[src/rtl/mkio_transmitter.sv]
// MIL-STD-1553 (MKIO) Manchester-II word encoder: 3-bit sync, 16 data bits MSB first, odd parity.
// Optional MKIO_TX_PARITY_INJECT_EN adds inject_perr to send an inverted parity bit for one word.
module mkio_transmitter #(
    parameter int unsigned CLK_FREQ_HZ = 16_000_000,
    parameter int unsigned BIT_RATE_HZ = 1_000_000
) (
    input  logic        clk,
    input  logic        reset,
    input  logic        tx_ready,
    input  logic [15:0] tx_data,
    input  logic        tx_cd,
`ifdef MKIO_TX_PARITY_INJECT_EN
    input  logic        inject_perr,
`endif
    output logic        tx_busy,
    output logic        tx_done,
    output logic        tx_out_p,
    output logic        tx_out_n
);

    localparam int unsigned HALF_BIT = CLK_FREQ_HZ / (2 * BIT_RATE_HZ);
    localparam int unsigned DivW     = (HALF_BIT > 1) ? $clog2(HALF_BIT) : 1;
    localparam logic [DivW-1:0] DivLast = DivW'(HALF_BIT - 1);

    typedef enum logic [1:0] {StIdle, StSync, StData, StParity} state_e;

    state_e          state_q, state_d;
    logic [DivW-1:0] div_q, div_d;
    logic [4:0]      hb_q, hb_d;
    logic [15:0]     shift_q, shift_d;
    logic            cd_q, cd_d;
    logic            par_q, par_d;
    logic            pend_q, pend_d;
    logic            p_q, n_q, busy_q, done_q;
    logic            level_d, busy_d, done_d;
    logic            last_div, window, accept, inj_cur;

    assign last_div = (div_q == DivLast);
    assign window   = (state_q == StIdle) || ((state_q == StParity) && (hb_q == 5'd1));
    assign accept   = tx_ready && window;

`ifdef MKIO_TX_PARITY_INJECT_EN
    logic inj_q;
    always_ff @(posedge clk or negedge reset) begin
        if (!reset) begin
            inj_q <= 1'b0;
        end else if (accept) begin
            inj_q <= inject_perr;
        end
    end
    assign inj_cur = inj_q;
`else
    assign inj_cur = 1'b0;
`endif

    always_comb begin
        state_d = state_q;
        div_d   = last_div ? '0 : div_q + 1'b1;
        hb_d    = hb_q;
        shift_d = shift_q;
        cd_d    = cd_q;
        par_d   = par_q;
        pend_d  = pend_q;

        // The shifter and sync type are free during parity, so a new word may load them early.
        if (accept) begin
            shift_d = tx_data;
            cd_d    = tx_cd;
        end

        unique case (state_q)
            StIdle: begin
                div_d = '0;
                hb_d  = '0;
                if (accept) state_d = StSync;
            end
            StSync: begin
                if (last_div) begin
                    if (hb_q == 5'd5) begin
                        state_d = StData;
                        hb_d    = '0;
                        par_d   = ~inj_cur;
                    end else begin
                        hb_d = hb_q + 5'd1;
                    end
                end
            end
            StData: begin
                if (last_div) begin
                    // Parity accumulates as each data bit completes.
                    if (hb_q[0]) begin
                        shift_d = {shift_q[14:0], 1'b0};
                        par_d   = par_q ^ shift_q[15];
                    end
                    if (hb_q == 5'd31) begin
                        state_d = StParity;
                        hb_d    = '0;
                    end else begin
                        hb_d = hb_q + 5'd1;
                    end
                end
            end
            StParity: begin
                if (accept && !last_div) pend_d = 1'b1;
                if (last_div) begin
                    if (hb_q == 5'd0) begin
                        hb_d = 5'd1;
                    end else if (pend_q || accept) begin
                        state_d = StSync;
                        hb_d    = '0;
                        pend_d  = 1'b0;
                    end else begin
                        state_d = StIdle;
                        hb_d    = '0;
                    end
                end
            end
            default: state_d = StIdle;
        endcase

        level_d = 1'b0;
        unique case (state_d)
            StSync:   level_d = (hb_d < 5'd3) ^ cd_d;
            StData:   level_d = shift_d[15] ^ hb_d[0];
            StParity: level_d = par_d ^ hb_d[0];
            default:  level_d = 1'b0;
        endcase

        busy_d = (state_d != StIdle) &&
                 !((state_d == StParity) && (hb_d == 5'd1) && !pend_d);
        done_d = (state_d == StParity) && (hb_d == 5'd1) && (div_d == DivLast);
    end

    always_ff @(posedge clk or negedge reset) begin
        if (!reset) begin
            state_q <= StIdle;
            div_q   <= '0;
            hb_q    <= '0;
            shift_q <= '0;
            cd_q    <= 1'b0;
            par_q   <= 1'b0;
            pend_q  <= 1'b0;
            p_q     <= 1'b0;
            n_q     <= 1'b0;
            busy_q  <= 1'b0;
            done_q  <= 1'b0;
        end else begin
            state_q <= state_d;
            div_q   <= div_d;
            hb_q    <= hb_d;
            shift_q <= shift_d;
            cd_q    <= cd_d;
            par_q   <= par_d;
            pend_q  <= pend_d;
            p_q     <= (state_d != StIdle) && level_d;
            n_q     <= (state_d != StIdle) && !level_d;
            busy_q  <= busy_d;
            done_q  <= done_d;
        end
    end

    assign tx_out_p = p_q;
    assign tx_out_n = n_q;
    assign tx_busy  = busy_q;
    assign tx_done  = done_q;

endmodule

[config.mk]
export PLATFORM = sky130hd
export DESIGN_NAME = mkio_transmitter
export DESIGN_NICKNAME = d
export VERILOG_FILES = /design/src/rtl/mkio_transmitter.sv
export SDC_FILE = /design/constraint.sdc
export NUM_CORES = 1
export LEC_CHECK = 0
export CAP_MARGIN = 20
export CORE_ASPECT_RATIO = 2
export CORE_UTILIZATION = 50
export DETAILED_ROUTE_END_ITERATION = 10
export GPL_TIMING_DRIVEN = 1
export PLACE_DENSITY = 0.75
export SYNTH_ARGS = -nofsm -noshare
export SYNTH_HDL_FRONTEND = slang
export SYNTH_SLANG_ARGS = --single-unit
[constraint.sdc]
create_clock -name clk -period 2.23 [get_ports clk]
set_input_delay 0.3345 -clock clk [delete_from_list [all_inputs] [get_ports clk]]
set_output_delay 0.3345 -clock clk [all_outputs]
set_load 0.02 [all_outputs]
==> reports/metrics.cfg, run 1 <==
[run_status]
outcome=finished with violations
violations=setup timing

[clock_network]
ctsHoldBuffers=0
clock_latency_ns=0.29
cts_buffers=5
cts_tree=done
cts_buffer_depth=2
clk_pin_slew_ns=0.07
htree_levels=2
cts_root_buffer=clkbuf_8
cts.sinks=33

[timing]
period_needed_ns=2.39
max_slew_margin_pct=71.2
finalHoldViolations=0
fin_tns_setup_ns=-0.384
hold_slack_ns=0.462
rsz0062_at_grt=yes
max_slew.worst_pin.slew_ns=0.430
slew_violations=0
setup_viol=4
finalCritPeriodShare_pct=107
fmax_ghz=0.418
layout_setup_ws_ns=-0.160
clock_skew_ns=0.00984

[drt]
routed-via-count=1995
drt-initial-drc-count=84
dr.pass1.iters=4
wl_mm=6.63
via_per_inst=5.87
drcViolationCount=0
ant_nets=0
route.detailed.wl_per_inst_um=19.5

[floorplanning]
fp.coreArea_um2=3840
rows=32
die_area_um2=4310
die_h_um=91.9
io_pins=24
start_util_pct=52.5
die_x_um=46.9

[worst_setup_path]
rrSetupSlack_ns=-0.16
cp.arrival_ns=2.59
critPathMaxFanout=4
worst-path-buf-inv=2
cpPeakStageDelay_ns=0.40
crit_type=reg -> reg
endpoint_kind=flip-flop
crit_family=simple AND/OR/NAND/NOR gates
cp.required_ns=2.43
slowest_stage=dfrtp_1
crit_path_cell_trace=buf_4 > inv_1 > ha_2 > nor2b_2 > o211ai_4 > o31a_2 > nand3b_1 > and3_4 > o32ai_2
worstSetupStartpointType=flip-flop

[logic_synthesis]
async_flop_share_pct=100
synth.top_cells.by_count=33 x dfrtp_1, 25 x nand2_1, 17 x mux2i_1
yosys.cell_count.top_type=dfrtp_1
synth_cell_types=48
synth_seq_cells=33
synth-main-ff-cell=dfrtp_1
synth_nets=242
netlist.area_leader.share_pct=40.9
ys_warn_count=0
synth_seq_area_share_pct=40.9
synth_area_um2=2020
avgSynthCellArea_um2=9.56
yosysTopAreaCell=dfrtp_1
synth-edff-count=0
syn_inst=211
synth.area.top_cells=dfrtp_1 41%, mux2i_1 8.4%, ha_1 6.8%

[place]
placed_cell_area_um2=2530
pre_cts_slack_ns=-0.120
dp_hpwl_mm=3.84
numPortBuffers=23
gp_congestion=0.887
dp.cells=310

[cells_and_area]
multi_input_area_um2=1310
fillers=231
ff_latch_area_um2=826
nNetsFinal=319
final_cell_area_um2=3080
drive_gt1_share_pct=40.8
antenna_cells=0
fin_cells=340
syn2layout_area_growth_pct=52.4
fin_util_pct=80.0

[grt]
grt-ovfl-total=0
grt_pass1_vias=1965
grt_pass1_wl_mm=8.74
grt_max_degree=34
grt_use_total_pct=28.6
antenna_found_initial=0

[worst_hold_path]
worstHoldPathType=in -> async

[power]
power.share.clock_pct=20.7
seqPwrFrac_pct=32.8
leakagePower_nw=1.33
ir_worst_vdd_uv=585
power_density_nw_per_um2=917
finalPower_mw=2.82
switching_power_mw=0.998
pwr-share-comb_pct=46.5
p_sw_share_pct=35.4
p_int_mw=1.82

[run]
maxCapViolCount=0

area by class of cell:
class	count	area share, %
clock buffers	7	2.81
repair buffers	83	22.9
flip-flops and latches	33	26.9
inverters	12	1.83
well taps	51	2.07
clock inverters	1	0.976
multi-input cells	153	42.6
worst paths after layout:
check	endpoint	depth (start not counted)	startpoint
setup / recovery	tx_out_n$_DFF_PN0_	9	state_q[1]$_DFF_PN0_
setup reg to reg	tx_out_n$_DFF_PN0_	9	state_q[1]$_DFF_PN0_
min in group clk	shift_q[4]$_DFF_PN0_	2	shift_q[3]$_DFF_PN0_
hold reg to reg	shift_q[4]$_DFF_PN0_	2	shift_q[3]$_DFF_PN0_
hold / removal	hb_q[4]$_DFF_PN0_	2	reset
max in group asynchronous	shift_q[4]$_DFF_PN0_	2	reset
power by group through the flow:
stage	clock network, mW	registers, mW	logic (mW)
CTS	0.594	0.914	1.04
global placement	0	0.918	0.985
detailed placement	0	0.925	1.00
floorplan	0	0.932	0.583
global route	0.618	0.947	1.38
finish	0.584	0.924	1.31
layer usage:
metal	up-vias	routed length (µm)	GRT usage, %
li1	900	-	-
met1	984	2320	26.3
met2	79	3610	49.3
met3	32	282	5.51
met4	0	425	22.4
met5	-	0	0
timing repair:
item	in CTS	in global routing
endpoints found under the hold margin	0	0
setup endpoints to repair	4	9
resized for setup	15	42
pin swaps	8	23
setup buffers	4	18
cell families after synthesis:
kind of cell	share of synthesized area (%)
buffers and inverters	5.58
AO/OA/AOI/OAI	16.2
adder cells (fa/ha/maj)	6.82
AND/OR/NAND/NOR	19.8
flip-flops	40.9
multiplexers	8.99
XOR/XNOR	1.74
flip-flops by register name, summed over array words and instances, names as in the netlist:
name / cells
state_q: 2
div_q: 3
tx_out_p: 1
tx_busy: 1
tx_out_n: 1
tx_done: 1
pend_q: 1
shift_q: 16
cd_q: 1
par_q: 1
hb_q: 5
placed cells by master, fill, tap and decap left out, types with 4 or more instances in the layout:
cell             Yosys  routed
mux2i_1             17      16
ha_4                 0       5
and3_1               7       4
nand3b_1             4       4
clkdlybuf4s50_1      0      23
nand2_1             25      24
inv_1               11       6
ha_2                 0       5
buf_4                2      54
buf_6                1       6
clkbuf_8             0       6
nor2_1              13      10
o21ai_1             15      14
dfrtp_1             33      33
Power figures use the tool's default switching activity.
==> inputs of run 2 (changes only) <==
--- a/config.mk
+++ b/config.mk
@@ -11,6 +11,7 @@
 export DETAILED_ROUTE_END_ITERATION = 10
 export GPL_TIMING_DRIVEN = 1
 export PLACE_DENSITY = 0.75
+export SETUP_SLACK_MARGIN = 0.5
 export SYNTH_ARGS = -nofsm -noshare
 export SYNTH_HDL_FRONTEND = slang
 export SYNTH_SLANG_ARGS = --single-unit
==> run 2 against run 1 <==
The flow still finishes with violations (setup timing); largest cell class unchanged; worst setup slack improved by 0.085 ns; cell count fell by 3.2%; design area fell by 0.45%.
==> reports/metrics.cfg, run 2 (same netlist as run 1, synthesis figures left out) <==
[clock_network]
cts_root_buffer=clkbuf_8
cts_tree=done
cts_buffer_depth=2  ; unchanged
cts.sinks=33  ; unchanged
ctsHoldBuffers=0  ; unchanged
htree_levels=2  ; unchanged
cts_buffers=5  ; unchanged
clk_pin_slew_ns=0.08  ; about the same
clock_latency_ns=0.30  ; about the same

[timing]
hold_slack_ns=0.451  ; -0.0111 ns
max_slew_margin_pct=71.5  ; +0.26 points
layout_setup_ws_ns=-0.0757  ; +0.0847 ns
fmax_ghz=0.434  ; +3.7%
max_slew.worst_pin.slew_ns=0.428  ; -0.00208 ns
clock_skew_ns=0.0149  ; +0.00507 ns
slew_violations=0  ; unchanged
setup_viol=3  ; -1
period_needed_ns=2.31  ; -0.0847 ns
fin_tns_setup_ns=-0.157  ; +0.227 ns
finalCritPeriodShare_pct=103  ; -3.8 points
finalHoldViolations=0  ; unchanged
rsz0062_at_grt=yes

[cells_and_area]
ff_latch_area_um2=826  ; unchanged
reg_top3=shift_q x16, hb_q x5, div_q x3
fillers=251  ; +8.7%
drive_gt1_share_pct=37.8  ; -3.1 points
final_cell_area_um2=3060  ; -0.45%
regMostFlops=shift_q
fin_cells=329  ; -3.2%
largest_reg_flops=16  ; unchanged
multi_input_area_um2=1360  ; +3.8%
nNetsFinal=308  ; -3.4%
antenna_cells=0  ; unchanged
final_cell_mix=33 x dfrtp_1, 33 x buf_4, 23 x clkdlybuf4s50_1
syn2layout_area_growth_pct=51.7

[place]
dp.cells=308  ; -0.65%
gp_congestion=0.898  ; +1.3%
dp_hpwl_mm=3.65  ; -5.1%
numPortBuffers=23  ; unchanged
placed_cell_area_um2=2590  ; +2.4%

[worst_setup_path]
worstSetupStartpointType=flip-flop
path_depth=11  ; +2
crit_family=simple AND/OR/NAND/NOR gates
crit_path_cell_trace=ha_2 > and3_4 > ha_4 > nand2b_4 > o32ai_4 > nor3_2 > or2_1 > inv_2 > nand2_2 > nor4_4 > and4b_1
worst-path-buf-inv=1  ; -1
rrSetupSlack_ns=-0.08  ; +0.08 ns
crit_type=reg -> reg
cp.arrival_ns=2.54  ; -0.05 ns
critPathMaxFanout=3  ; -1
reg2reg_depth=11  ; +2
slowest_stage=dfrtp_1
cpPeakStageDelay_ns=0.41  ; about the same
r2r_start=hb_q[0]$_DFF_PN0_
cp.required_ns=2.46  ; +0.03 ns
regToRegEndpoint=tx_done$_DFF_PN0_
endpoint_kind=flip-flop

[floorplanning]
rows=32  ; unchanged
fp.coreArea_um2=3840  ; unchanged
io_pins=24  ; unchanged
start_util_pct=52.5  ; unchanged
die_h_um=91.9  ; unchanged
die_x_um=46.9  ; unchanged
die_area_um2=4310  ; unchanged

[power]
power.share.clock_pct=16.8  ; -3.9 points
power_density_nw_per_um2=881  ; -3.9%
p_int_mw=1.70  ; -6.7%
switching_power_mw=0.998  ; about the same
ir_worst_vdd_uv=757  ; +29%
seqPwrFrac_pct=34.7  ; +1.9 points
pwr-share-comb_pct=48.5  ; +2.0 points
p_sw_share_pct=37.0  ; +1.6 points
leakagePower_nw=1.29  ; -3.2%

[drt]
dr.pass1.iters=4  ; unchanged
wl_mm=5.70  ; -14%
drt-initial-drc-count=47  ; -44%
drcViolationCount=0  ; unchanged
ant_nets=0  ; unchanged
via_per_inst=5.65  ; -3.7%
routed-via-count=1859  ; -6.8%
route.detailed.wl_per_inst_um=17.3  ; -11%

[grt]
antenna_found_initial=0  ; unchanged
grt_pass1_vias=1861  ; -5.3%
grt_pass1_wl_mm=8.30  ; -5.1%
grt_max_degree=34  ; unchanged
grt_use_total_pct=27.3  ; -1.3 points
grt-ovfl-total=0  ; unchanged

[run_status]
outcome=finished with violations
violations=setup timing

[run]
maxCapViolCount=0  ; unchanged

[worst_hold_path]
worstHoldPathType=in -> async

-- run 2: cell types whose count changed in the layout (fill, tap and decap cells not counted), moves of 3 or more --
cell     before  now
buf_4        54   33
ha_1          1    4
buf_6         6   14
nor2_2        3    0
nand2_2       1    4
nand2_1      24   21
-- run 2: timing repair --
item / in CTS / in global routing
endpoints found under the setup margin: 25 / 27
setup buffers: 7 / 5
resized for setup: 30 / 24
cloned: 0 / 1
pin swaps: 7 / 21
-- run 2: worst max path at each step --
stage / startpoint / to
after detailed placement: hb_q[1]$_DFF_PN0_ / tx_done$_DFF_PN0_
final: hb_q[0]$_DFF_PN0_ / tx_done$_DFF_PN0_
after global routing: hb_q[0]$_DFF_PN0_ / tx_out_p$_DFF_PN0_
after global placement: state_q[0]$_DFF_PN0_ / tx_out_n$_DFF_PN0_
after floorplan: hb_q[1]$_DFF_PN0_ / tx_done$_DFF_PN0_
after CTS: hb_q[1]$_DFF_PN0_ / tx_done$_DFF_PN0_
-- run 2: power by group through the flow --
stage	Clock [mW]	Sequential, mW	Combinational, mW
2_1_floorplan	0	0.935	0.624
4_1_cts	0.453	0.924	1.13
5_1_grt	0.481	0.957	1.40
3_3_place_gp	0	0.923	0.987
6_report	0.452	0.937	1.31
3_5_place_dp	0	0.926	1.01
-- run 2: through the flow --
stage | setup slack [ns] | total power, mW | util, %
finish | -0.0757 | 2.70 | 79.7
detailed placement | -0.0649 | 1.93 | 67.4
CTS | -0.0456 | 2.51 | 74.4
global route | -0.175 | 2.84 | 79.7
global placement | -0.0484 | 1.91 | 67.4
floorplan | 0.0181 | 1.56 | -
-- run 2: layout make-up --
cell class	count	share of cell area [%]
tap	51	2.08
clock buffer	7	2.49
timing repair buffer	72	22.2
inverter	12	1.55
clock inverter	1	0.245
sequential	33	27.0
multi-input combinational	153	44.4
-- run 2: metal layers --
metal | vias to the layer above | routed length [µm] | GRT usage [%]
met5 | - | 0 | 0
met3 | 26 | 149 | 4.92
met4 | 0 | 308 | 15.5
met1 | 901 | 2050 | 28.6
li1 | 876 | - | -
met2 | 56 | 3190 | 47.1
-- run 2: worst register-to-register path, stage by stage (launching register included) --
cell and delay, ns:
dfrtp_1 0.41, ha_2 0.21, and3_4 0.15, ha_4 0.15, nand2b_4 0.15, o32ai_4 0.28, nor3_2 0.08, or2_1 0.28
inv_2 0.09, nand2_2 0.06, nor4_4 0.15, and4b_1 0.25
==> inputs of run 3 (changes only) <==
--- a/config.mk
+++ b/config.mk
@@ -10,6 +10,7 @@
 export CORE_UTILIZATION = 50
 export DETAILED_ROUTE_END_ITERATION = 10
 export GPL_TIMING_DRIVEN = 1
+export MAX_ROUTING_LAYER = met4
 export PLACE_DENSITY = 0.75
 export SETUP_SLACK_MARGIN = 0.5
 export SYNTH_ARGS = -nofsm -noshare
==> run 3 against run 2 <==
The run still ends with setup timing left; sequential power is 0.5% higher; die area stayed put; clock power is 29% higher; clock-buffer cell count stayed put; register-to-register slack hardly changed; via count is 3.6% higher; global-route usage is 5.0 points higher; core utilization is 0.55 points lower; worst hold slack better by 0.0033 ns; first-iteration DRC count is 6.4% higher; fmax hardly changed; combinational power hardly changed; critical path type unchanged; critical endpoint unchanged; largest cell class unchanged.
==> reports/metrics.cfg, run 3 (same netlist as run 1, synthesis figures left out) <==
[cells_and_area]
nNetsFinal=303  ; -1.6%
fillers=255  ; +1.6%
final_cell_mix=33 x buf_4, 32 x dfrtp_1, 23 x clkdlybuf4s50_1
fin_util_pct=79.1  ; -0.55 points
final_common_cell=buf_4
antenna_cells=0  ; unchanged
largest_reg_flops=16  ; unchanged
reg_top3=shift_q x16, hb_q x5, div_q x3
multi_input_area_um2=1360  ; about the same
drive_gt1_share_pct=37.4  ; -0.41 points
regMostFlops=shift_q
ff_latch_area_um2=827  ; +0.15%
syn2layout_area_growth_pct=50.7

[grt]
grt_max_degree=34  ; unchanged
grt_pass1_vias=2047  ; +10%
antenna_found_initial=0  ; unchanged
grt_pass1_wl_mm=9.52  ; +15%
grt_use_total_pct=32.3  ; +5.0 points
grt-ovfl-total=0  ; unchanged

[timing]
setup_viol=3  ; unchanged
slew_violations=0  ; unchanged
layout_setup_ws_ns=-0.0776  ; -0.00194 ns
max_slew_margin_pct=70.8  ; -0.62 points
fin_tns_setup_ns=-0.208  ; -0.0516 ns
finalHoldViolations=0  ; unchanged
clock_skew_ns=0.00649  ; -0.00842 ns
finalCritPeriodShare_pct=103  ; about the same
period_needed_ns=2.31  ; +0.00194 ns
rsz0062_at_grt=yes
max_slew.worst_pin.slew_ns=0.438  ; +0.00932 ns
fmax_ghz=0.433  ; about the same
hold_slack_ns=0.454  ; +0.00334 ns

[worst_setup_path]
worst-path-buf-inv=0  ; -1
crit_type=reg -> reg
cpPeakStageDelay_ns=0.52  ; +0.11 ns
critPathMaxFanout=3  ; unchanged
crit_path_cell_trace=ha_4 > or4b_4 > o211ai_4 > o2111a_2 > nor2_4 > nor4_4 > and4b_1
worstSetupStartpointType=flip-flop
endpoint_kind=flip-flop
slowest_stage=or4b_4
cp.arrival_ns=2.53  ; about the same
cp.required_ns=2.45  ; about the same
crit_family=simple AND/OR/NAND/NOR gates

[place]
dp_hpwl_mm=3.74  ; +2.5%
gp_congestion=0.922  ; +2.6%
pre_cts_slack_ns=-0.0954  ; -0.0305 ns
numPortBuffers=23  ; unchanged

[clock_network]
clk_pin_slew_ns=0.07  ; about the same
htree_levels=2  ; unchanged
cts.sinks=33  ; unchanged
cts_buffer_depth=2  ; unchanged
cts_tree=done
clock_latency_ns=0.28  ; -0.02 ns
cts_root_buffer=clkbuf_8
ctsHoldBuffers=0  ; unchanged
cts_buffers=5  ; unchanged

[floorplanning]
die_area_um2=4310  ; unchanged
die_h_um=91.9  ; unchanged
start_util_pct=52.5  ; unchanged
fp.coreArea_um2=3840  ; unchanged
rows=32  ; unchanged
die_x_um=46.9  ; unchanged
io_pins=24  ; unchanged

[power]
p_int_mw=1.84  ; +8.0%
switching_power_mw=1.03  ; +3.4%
seqPwrFrac_pct=32.9  ; -1.8 points
p_sw_share_pct=36.0  ; -1.0 points
pwr-share-comb_pct=46.8  ; -1.7 points
power_density_nw_per_um2=943  ; +7.0%
leakagePower_nw=1.27  ; -1.4%
power.share.clock_pct=20.3  ; +3.5 points
ir_worst_vdd_uv=736  ; -2.7%

[run_status]
outcome=finished with violations
violations=setup timing

[drt]
wl_mm=6.25  ; +9.6%
route.detailed.wl_per_inst_um=19.3  ; +11%
drcViolationCount=0  ; unchanged
ant_nets=0  ; unchanged
via_per_inst=5.94  ; +5.2%
routed-via-count=1926  ; +3.6%
dr.pass1.iters=4  ; unchanged
drt-initial-drc-count=50  ; +6.4%

[run]
maxCapViolCount=0  ; unchanged

[worst_hold_path]
worstHoldPathType=in -> async

==> run 3: metal layers <==
layer	GRT usage (%)	wire length, µm
met5	-	0
met4	19.8	344
met3	4.53	204
met2	55.9	3580
met1	31.0	2110
==> run 3: metrics by stage <==
step,cell area (µm²),total power [mW],std cells
2_1_floorplan,2130,1.56,211
3_3_place_gp,2580,1.91,307
3_5_place_dp,2580,1.94,307
4_1_cts,2930,2.72,322
5_1_grt,3040,2.99,324
6_report,3040,2.87,324
==> run 3: timing repair <==
item                                   CTS  global route
cloned                                   1             0
gates resized for setup                 33            19
pin swaps                               14             4
endpoints found under the hold margin    0             0
buffers inserted                         6             2
setup endpoints to repair               26            28
==> run 3: path summary, 6_finish.rpt <==
kind / from / endpoint / slack [ns] / depth (start not counted)
max in group asynchronous: reset / hb_q[4]$_DFF_PN0_ / 1.43 / 2
setup reg to reg: state_q[1]$_DFF_PN0_ / tx_done$_DFF_PN0_ / -0.08 / 7
min in group clk: shift_q[12]$_DFF_PN0_ / shift_q[13]$_DFF_PN0_ / 0.49 / 2
hold reg to reg: shift_q[12]$_DFF_PN0_ / shift_q[13]$_DFF_PN0_ / 0.49 / 2
setup / recovery: state_q[1]$_DFF_PN0_ / tx_done$_DFF_PN0_ / -0.08 / 7
hold / removal: reset / tx_out_n$_DFF_PN0_ / 0.45 / 2
==> run 3: cell type report <==
class / count / share of cell area, %
multi-input combinational: 153 / 44.7
clock buffer: 7 / 2.84
timing repair buffer: 67 / 20.6
clock inverter: 1 / 0.988
sequential: 33 / 27.2
inverter: 12 / 1.56
tap: 51 / 2.10
==> run 3: worst register-to-register path: cells and delay by family, from the launching register on <==
kind	cells	cell delay [ns]
compound gates	2	0.51
fa+ha+maj	1	0.20
flops	1	0.44
simple gates	4	1.10
==> run 3: power groups by stage <==
stage | combinational, mW | sequential (mW) | clock, mW
after floorplan | 0.624 | 0.935 | 0
after global placement | 0.991 | 0.923 | 0
after detailed placement | 1.01 | 0.930 | 0
after CTS | 1.20 | 0.932 | 0.588
after global routing | 1.42 | 0.963 | 0.613
final | 1.34 | 0.942 | 0.582
